File: src/rtl/fmul16_rsh_round.sv
// Right-shift (subnormal result) rounding stage for the F16 multiplier:
// two-stage valid/ready pipeline producing rounded fraction, exponent and flags.

module fmul16_rsh_lgs_mask #(
  parameter int TW = 11
) (
  input  logic [21:0]   sig_i,
  input  logic [4:0]    pos_i,
  output logic          l_o,
  output logic          g_o,
  output logic          s_o,
  output logic [TW-1:0] trunc_o
);
  logic [31:0] ext_s;
  logic [31:0] low_mask_s;

  // Zero-extend so indices above 21 read as 0; pos_i is always >= 10.
  always_comb begin
    ext_s      = {10'd0, sig_i};
    low_mask_s = (32'd1 << (pos_i - 5'd1)) - 32'd1;
    l_o        = ext_s[pos_i];
    g_o        = ext_s[pos_i - 5'd1];
    s_o        = |(ext_s & low_mask_s);
    trunc_o    = TW'(ext_s >> pos_i);
  end
endmodule

module fmul16_rsh_round (
  input  logic        clk,
  input  logic        rst_n,
  input  logic        in_valid_i,
  output logic        in_ready_o,
  input  logic [21:0] sig_mul_i,
  input  logic [3:0]  rsh_num_i,
  input  logic        sign_i,
  input  logic [2:0]  rm_i,
  output logic        out_valid_o,
  input  logic        out_ready_i,
  output logic        sign_o,
  output logic [4:0]  exp_o,
  output logic [9:0]  frac_o,
  output logic        inexact_o,
  output logic        underflow_o
);
  typedef enum logic [2:0] {
    RM_RNE = 3'd0,
    RM_RTZ = 3'd1,
    RM_RDN = 3'd2,
    RM_RUP = 3'd3,
    RM_RMM = 3'd4
  } rm_e;

  function automatic logic round_up(input rm_e rm, input logic sgn,
                                    input logic l, input logic g, input logic s);
    logic up;
    case (rm)
      RM_RNE:  up = g & (l | s);
      RM_RTZ:  up = 1'b0;
      RM_RDN:  up = sgn & (g | s);
      RM_RUP:  up = ~sgn & (g | s);
      RM_RMM:  up = g;
      default: up = 1'b0;
    endcase
    return up;
  endfunction

  logic [3:0]  r_s;
  logic [4:0]  pos_s, pos_uf_s;
  logic        l_s, g_s, s_s, lu_s, gu_s, su_s;
  logic [10:0] trunc_s;
  logic [11:0] trunc_uf_s;
  rm_e         rm_dec_s;

  // Shift amount 0 behaves as 1; out-of-range modes fall back to RNE.
  always_comb begin
    r_s      = (rsh_num_i == 4'd0) ? 4'd1 : rsh_num_i;
    pos_s    = 5'd10 + {1'b0, r_s};
    pos_uf_s = 5'd9 + {1'b0, r_s};
    case (rm_i)
      3'd0:    rm_dec_s = RM_RNE;
      3'd1:    rm_dec_s = RM_RTZ;
      3'd2:    rm_dec_s = RM_RDN;
      3'd3:    rm_dec_s = RM_RUP;
      3'd4:    rm_dec_s = RM_RMM;
      default: rm_dec_s = RM_RNE;
    endcase
  end

  fmul16_rsh_lgs_mask #(.TW(11)) u_mask_main (
    .sig_i(sig_mul_i), .pos_i(pos_s),
    .l_o(l_s), .g_o(g_s), .s_o(s_s), .trunc_o(trunc_s)
  );

  fmul16_rsh_lgs_mask #(.TW(12)) u_mask_uf (
    .sig_i(sig_mul_i), .pos_i(pos_uf_s),
    .l_o(lu_s), .g_o(gu_s), .s_o(su_s), .trunc_o(trunc_uf_s)
  );

  logic        s1_vld_q, s1_vld_d, s2_vld_q, s2_vld_d;
  logic        s1_l_q, s1_l_d, s1_g_q, s1_g_d, s1_s_q, s1_s_d;
  logic        s1_lu_q, s1_lu_d, s1_gu_q, s1_gu_d, s1_su_q, s1_su_d;
  logic [10:0] s1_trunc_q, s1_trunc_d;
  logic [11:0] s1_trunc_uf_q, s1_trunc_uf_d;
  logic        s1_sign_q, s1_sign_d;
  rm_e         s1_rm_q, s1_rm_d;
  logic        sign_q, sign_d, inexact_q, inexact_d, underflow_q, underflow_d;
  logic [4:0]  exp_q, exp_d;
  logic [9:0]  frac_q, frac_d;
  logic        s2_ready_s, s1_load_s, s2_load_s, rup_s, rup_uf_s;
  logic [10:0] rounded_s;
  logic [12:0] rounded_uf_s;

  // Handshake and next-state for both stages; data moves only on load.
  always_comb begin
    s2_ready_s   = ~s2_vld_q | out_ready_i;
    in_ready_o   = ~s1_vld_q | s2_ready_s;
    s1_load_s    = in_valid_i & in_ready_o;
    s2_load_s    = s1_vld_q & s2_ready_s;
    rup_s        = round_up(s1_rm_q, s1_sign_q, s1_l_q, s1_g_q, s1_s_q);
    rup_uf_s     = round_up(s1_rm_q, s1_sign_q, s1_lu_q, s1_gu_q, s1_su_q);
    rounded_s    = s1_trunc_q + {10'd0, rup_s};
    rounded_uf_s = {1'b0, s1_trunc_uf_q} + {12'd0, rup_uf_s};

    s1_l_d = s1_l_q; s1_g_d = s1_g_q; s1_s_d = s1_s_q;
    s1_lu_d = s1_lu_q; s1_gu_d = s1_gu_q; s1_su_d = s1_su_q;
    s1_trunc_d = s1_trunc_q; s1_trunc_uf_d = s1_trunc_uf_q;
    s1_sign_d = s1_sign_q; s1_rm_d = s1_rm_q;
    sign_d = sign_q; exp_d = exp_q; frac_d = frac_q;
    inexact_d = inexact_q; underflow_d = underflow_q;

    if (s1_load_s) begin
      s1_vld_d      = 1'b1;
      s1_l_d        = l_s;
      s1_g_d        = g_s;
      s1_s_d        = s_s;
      s1_lu_d       = lu_s;
      s1_gu_d       = gu_s;
      s1_su_d       = su_s;
      s1_trunc_d    = trunc_s;
      s1_trunc_uf_d = trunc_uf_s;
      s1_sign_d     = sign_i;
      s1_rm_d       = rm_dec_s;
    end else if (s2_load_s) begin
      s1_vld_d = 1'b0;
    end else begin
      s1_vld_d = s1_vld_q;
    end

    if (s2_load_s) begin
      s2_vld_d    = 1'b1;
      sign_d      = s1_sign_q;
      exp_d       = {4'b0, rounded_s[10]};
      frac_d      = rounded_s[9:0];
      inexact_d   = s1_g_q | s1_s_q;
      // Tiny when rounding at one position finer still stays below 2^11.
      underflow_d = (rounded_uf_s < 13'd2048) & (s1_g_q | s1_s_q);
    end else if (out_ready_i) begin
      s2_vld_d = 1'b0;
    end else begin
      s2_vld_d = s2_vld_q;
    end
  end

  // Pipeline registers with synchronous reset clearing all state.
  always_ff @(posedge clk) begin
    if (!rst_n) begin
      s1_vld_q <= 1'b0; s2_vld_q <= 1'b0;
      s1_l_q <= 1'b0; s1_g_q <= 1'b0; s1_s_q <= 1'b0;
      s1_lu_q <= 1'b0; s1_gu_q <= 1'b0; s1_su_q <= 1'b0;
      s1_trunc_q <= 11'd0; s1_trunc_uf_q <= 12'd0;
      s1_sign_q <= 1'b0; s1_rm_q <= RM_RNE;
      sign_q <= 1'b0; exp_q <= 5'd0; frac_q <= 10'd0;
      inexact_q <= 1'b0; underflow_q <= 1'b0;
    end else begin
      s1_vld_q <= s1_vld_d; s2_vld_q <= s2_vld_d;
      s1_l_q <= s1_l_d; s1_g_q <= s1_g_d; s1_s_q <= s1_s_d;
      s1_lu_q <= s1_lu_d; s1_gu_q <= s1_gu_d; s1_su_q <= s1_su_d;
      s1_trunc_q <= s1_trunc_d; s1_trunc_uf_q <= s1_trunc_uf_d;
      s1_sign_q <= s1_sign_d; s1_rm_q <= s1_rm_d;
      sign_q <= sign_d; exp_q <= exp_d; frac_q <= frac_d;
      inexact_q <= inexact_d; underflow_q <= underflow_d;
    end
  end

  // Outputs come straight from stage-2 flops.
  always_comb begin
    out_valid_o = s2_vld_q;
    sign_o      = sign_q;
    exp_o       = exp_q;
    frac_o      = frac_q;
    inexact_o   = inexact_q;
    underflow_o = underflow_q;
  end
endmodule

File: config.mk
export PLATFORM = sky130hd
export DESIGN_NAME = fmul16_rsh_round
export DESIGN_NICKNAME = d
export VERILOG_FILES = /design/src/rtl/fmul16_rsh_round.sv
export SDC_FILE = /design/constraint.sdc
export NUM_CORES = 1
export LEC_CHECK = 0
export ABC_CLOCK_PERIOD_IN_PS = 9150
export BUFFER_PORTS_ARGS = -buffer_cell sky130_fd_sc_hd__clkbuf_2
export CAP_MARGIN = 10
export CORE_MARGIN = 4
export CORE_UTILIZATION = 30
export CTS_CLUSTER_DIAMETER = 200
export DETAILED_ROUTE_END_ITERATION = 6
export PLACE_DENSITY = 0.59
export SETUP_SLACK_MARGIN = 0.1
export SYNTH_ARGS = -nofsm -noshare
export SYNTH_HDL_FRONTEND = slang
export SYNTH_SLANG_ARGS = --single-unit
File: constraint.sdc
create_clock -name clk -period 9.15 [get_ports clk]
set_input_delay 0.4575 -clock clk [delete_from_list [all_inputs] [get_ports clk]]
set_output_delay 0.4575 -clock clk [all_outputs]
set_load 0.02 [all_outputs]
# After elaboration in Yosys (flattened, before gate mapping)
# Index checks and enable logic that the tools add are counted.
word_totals:
  in_bits: 34
  n_memories: 0
  latchBits: 0
  ramBits: 0
  wordCells: 83
  out_inout_bits: 20
  reg_bits: 49
  rom_bits: 0
op_classes:
  n_div: 0
  mux: 16
  add_sub_neg: 8
  n_eq_ne: 7
  mul: 0
  n_reduce_logical: 6
  bitwise: 20
  shifts: 4
  magnitude_cmp: 5
op_table:
  columns: ["op", "count"]
  rows:
  - ["$and A22 B32 Y32", 2]
  - ["$reduce_or A32 Y1", 2]
  - ["$shl A1 B5 Y32 const A", 2]
  - ["$sub A32 B1 Y32 const B", 2]
  - ["$lt A5 B6 Y1 const B", 4]
  - ["$shr A22 B5 Y11", 1]
  - ["$shr A22 B5 Y12", 1]
  - ["$bmux W1 S5", 4]
  - ["$add A12 B1 Y13", 1]
  - ["$lt A13 B12 Y1 const B", 1]
  - ["$eq A3 B2 Y1 const B", 4]
  - ["$pmux W3 S4", 1]
  - ["$add A11 B1 Y11", 1]
  - ["$add A4 B4 Y5 const A", 2]
  - ["$sub A5 B1 Y5 const B", 2]
  - ["$and A1 B1 Y1", 9]
  - ["$mux W1", 8]
  - ["$pmux W1 S4", 2]
  - ["$eq A3 B3 Y1 const B", 2]
  - ["$or A1 B1 Y1", 6]
  - ["$logic_not A4 Y1", 1]
  - ["$mux W4", 1]
  - ["$reduce_bool A2 Y1", 2]
  - ["$eq A3 B1 Y1 const B", 1]
  - ["other kinds (2)", 4]

# Depth between registers and ports, before layout
logic_depth:
  ltp_word: 8
  ltp_mapped: 16
  mapped_depth_nobuf: 14

# Modules after synthesis
# From an unflattened synthesis, not the netlist that was laid out.
hier_totals:
  hier_cells: 845
  hier_area_um2: 6217.2
by_module_without_submodules:
  columns: ["module", "seq_area_each_um2", "cells_per_inst", "n_inst", "area_each_um2"]
  rows:
  - ["fmul16_rsh_lgs_mask at u_mask_main", 0.0, 305, 1, 2095.8]
  - ["fmul16_rsh_round", 980.9, 262, 1, 2078.2]
  - ["fmul16_rsh_lgs_mask at u_mask_uf", 0.0, 278, 1, 2043.2]

# Least setup slack after synthesis
# No wires, ideal clock.
synth_path:
  path_type: "input port to flip-flop"
  startpoint: "in rsh_num_i[0]"
  endpoint: "reg s1_s_q"
  n_path_buf: 4
  t_required_ns: 9.015
  t_arrival_ns: 3.674
  setup_ns: 0.135
  path_stages: 15
  path_slack_ns: 5.341
  cell_sequence: "buf_2 > buf_1 > nor2_1 > ha_1 > clkbuf_1 > clkbuf_1 > or4_1 > ha_1 > inv_1 > a221oi_1 > nand4_1 > a221oi_1 > nand3_1 > nor4_1 > a31oi_1"
synth_via:
  elab_chain_cells: 8
synth_rtl:
  columns: ["item", "line", "source"]
  rows:
  - ["start, declared", "34", "input logic [3:0] rsh_num_i,"]
  - ["$logic_not A4 Y1", "76", "r_s = (rsh_num_i == 4'd0) ? 4'd1 : rsh_num_i;"]
  - ["$mux W4 *", "76", null]
  - ["$add A4 B4 Y5 *", "77", "pos_s = 5'd10 + {1'b0, r_s};"]
  - ["$sub A5 B1 Y5 *", "20", "low_mask_s = (32'd1 << (pos_i - 5'd1)) - 32'd1;"]
  - ["$shl A1 B5 Y32 *", "20", null]
  - ["$sub A32 B1 Y32 *", "20", null]
  - ["$and A22 B32 Y32 *", "23", "s_o = |(ext_s & low_mask_s);"]
  - ["$reduce_or A32 Y1 *", "23", null]
  - ["end signal, assigned", "176", "s1_l_q <= s1_l_d; s1_g_q <= s1_g_d; s1_s_q <= s1_s_d;"]
  - ["end, declared", "100", "logic s1_l_q, s1_l_d, s1_g_q, s1_g_d, s1_s_q, s1_s_d;"]
# Mark *: on every way between the ends. The rest lies on a longest branch, timed or not.
# A chain may end at the register's enable or synchronous reset.

# Worst setup path after layout
layout_path:
  startpoint: "in rsh_num_i[1]"
  endpoint: "reg s1_s_q"
# Same word-level chain as after synthesis.

==> flow_summary.ini <==
[status]
status = completed

[timing]
skew_ps = 3.00
finalSetupTns_ps = 0
tightest_slew_ps = 1040
min_period_over_period = 0.493
whs_ps = 406
slew_viol_final = 0
finalSetupViolCount = 0
fin_ws_ps = 4640
fmax_mhz = 222
max_slew_margin = 0.309
grt_setup_unrepaired = no
period_minus_slack_ps = 4510
finalHoldViolations = 0

[setup_path]
ff2ff_path_depth = 12
crit_path_start_kind = primary input
r2r_end = frac_o[8]
cp_data_arrival_time_ps = 4650
critPathMaxFanout = 42
rr_startpoint = s1_sign_q
endpoint_kind = flip-flop
r2r_slack_ps = 6770
worstSetupStartpoint = rsh_num_i[1]
critical_path_required_ps = 9290
critical_path_class = primary input to flip-flop

[clock_tree]
htreeDepth = 2
cts_tree = done
clk_pin_slew_ps = 50
root_buffer = clkbuf_16
cts_setup_buffers = 0
cts_buffer_depth = 2
insertion_delay_ps = 270
cts_resized = 0
cts_buffers = 5
ctsHoldBuffers = 0
cts.sinks = 38

[power_and_ir_drop]
internal_power_mw = 0.342
p_sw_mw = 0.191
p_clk_frac = 0.293
combPwrFrac = 0.363
seqPwrFrac = 0.343
power_leakage_nw = 1.57
pwr_density_cell_nw_per_um2 = 124
ir_drop_v = 0.0000691
swShare = 0.359

[routing]
postRouteAntennaNets = 0
vias = 4392
drt-met1-wl_um = 5960
route.met3.wl_um = 1570
drc_errors = 0
wl_per_cell_um = 18.9
dr.first_iter.drc_count = 712
top_layer = met4
vias_per_cell = 6.10
drtPass1Iterations = 5
routed_wirelength_um = 13600
met2_wirelength_um = 5560

[finish]
n_fill_cell = 1358
fin_area_um2 = 4310
n_antenna_cell = 0
fin_nets = 592
mostFrequentLayoutCells = 53 x nand2_1, 50 x a21oi_1, 49 x clkbuf_2
mostFrequentLayoutCell = nand2_1
regArea_um2 = 761
area_growth_pct = 10.6
multiInputGateArea_um2 = 2870
drive_above_1_share = 0.151

[global_route]
track_usage = 0.179
antenna_found_initial = 0
grt_pass1_vias = 4047
overflow = 0
grt_pass1_wl_um = 21500
grt_max_degree = 43

[placed_design]
io_buffers = 49
hpwlAfterDp_um = 9880
place_area_um2 = 4180
post-place-ws_ps = 4480
gp_congestion = 0.925

[job]
maxCapViolations = 0

[floorplanning]
dieArea_um2 = 14900
die_h_um = 122
fp-row-count = 41
initial_core_util = 0.307
die_x_um = 122
io_pins = 54
coreArea_um2 = 12700

[worst_hold_path]
min_path_type = primary input to flip-flop
whs_path_depth = 3
min_to = s1_sign_q
hp-start = sign_i

[synthesis]
synth_edf_count = 0
synth_adder_area_share = 0.0321
synth-simple-area-share = 0.239
synth_area_per_cell_um2 = 7.31
seq_area_frac_synth = 0.195
synth_top_family_by_area = compound AO/OA/AOI/OAI gates
synthArstFlopShare = 0
yosys_register_bits = 38
syn_inst = 533
yosysWarnings = 0
synthMuxAreaShare = 0.0992
synth_compound_area_frac = 0.328
synth_xor_area_frac = 0.0315
ys_types = 76
synth_ff_type = dfxtp_1
synth_area_um2 = 3900
state kept, by name (all words and copies together) (netlist names):
name / cells
s1_vld_q: 1
inexact_o: 1
s1_rm_q: 3
s1_gu_q: 1
s1_su_q: 1
s1_s_q: 1
out_valid_o: 1
sign_o: 1
s1_sign_q: 1
s1_l_q: 1
underflow_o: 1
s1_lu_q: 1
exp_o: 1
frac_o: 10
s1_trunc_uf_q: 1
s1_trunc_q: 11
s1_g_q: 1
Yosys cell counts (all sizes together), types with 4 or more instances:
master,count,area share
nor2b,4,0.0064
and3,4,0.0064
nand4,6,0.0096
nor4,4,0.0064
mux2i,15,0.039
nand3,18,0.023
a211oi,22,0.042
nand2b,6,0.0096
dfxtp,38,0.20
nand3b,5,0.0096
a21o,6,0.012
xnor2,9,0.020
o21ai,32,0.041
nor2,48,0.046
inv,18,0.019
a31oi,14,0.024
ha,10,0.032
a221oi,5,0.011
mux4,9,0.052
o211ai,5,0.011
and2,4,0.0064
nor3,20,0.027
buf,16,0.024
nand2,54,0.056
o31ai,10,0.019
a21oi,51,0.066
xor2,5,0.011
or4,4,0.0077
clkbuf,31,0.030
stage by stage:
stage | utilization | std cells | power [mW]
2_1_floorplan | - | 537 | 0.321
5_1_grt | 0.340 | 720 | 0.560
4_1_cts | 0.340 | 720 | 0.532
3_5_place_dp | 0.330 | 713 | 0.373
3_3_place_gp | 0.330 | 713 | 0.373
6_report | 0.340 | 720 | 0.533
critical path, stage by stage:
cell and delay, ps:
clkbuf_2 650, or3_1 410, nand2_8 130, inv_8 120
ha_1 510, inv_2 160, or4_1 550, ha_1 290
inv_1 40, a221oi_1 290, nand4_1 130, a221oi_1 240
nand3_1 120, nor4_1 400, a31oi_1 140
power by group through the flow:
stage	Combinational [mW]	Clock [mW]	Sequential (mW)
floorplan	0.131	0	0.189
global placement	0.187	0	0.186
detailed placement	0.187	0	0.186
CTS	0.188	0.161	0.183
global route	0.209	0.166	0.184
finish	0.194	0.156	0.183
logic make-up after synthesis:
group,after synthesis
adder cells (fa/ha/maj),10
XOR/XNOR,14
flip-flops,38
other,2
AO/OA/AOI/OAI,188
buffers and inverters,65
multiplexers,27
AND/OR/NAND/NOR,189
worst max-delay path by stage:
stage / slack, ps / to / depth (start not counted)
floorplan: 5340 / s1_s_q / 15
global placement: 4540 / s1_s_q / 14
CTS: 4770 / s1_s_q / 15
detailed placement: 4480 / s1_s_q / 15
finish: 4640 / s1_s_q / 15
global route: 4330 / s1_s_q / 15
area by class of cell:
cell class	count	area share
inverters	18	0.0174
repair buffers	51	0.0604
well taps	172	0.0499
flip-flops and latches	38	0.177
multi-input cells	434	0.665
clock buffers	7	0.0308
metal layers:
layer,global-route usage,vias up
li1,-,2036
met1,0.256,2019
met4,0.0539,0
met5,0,-
met3,0.0409,51
met2,0.266,286
(Power assumes the default switching activity.)
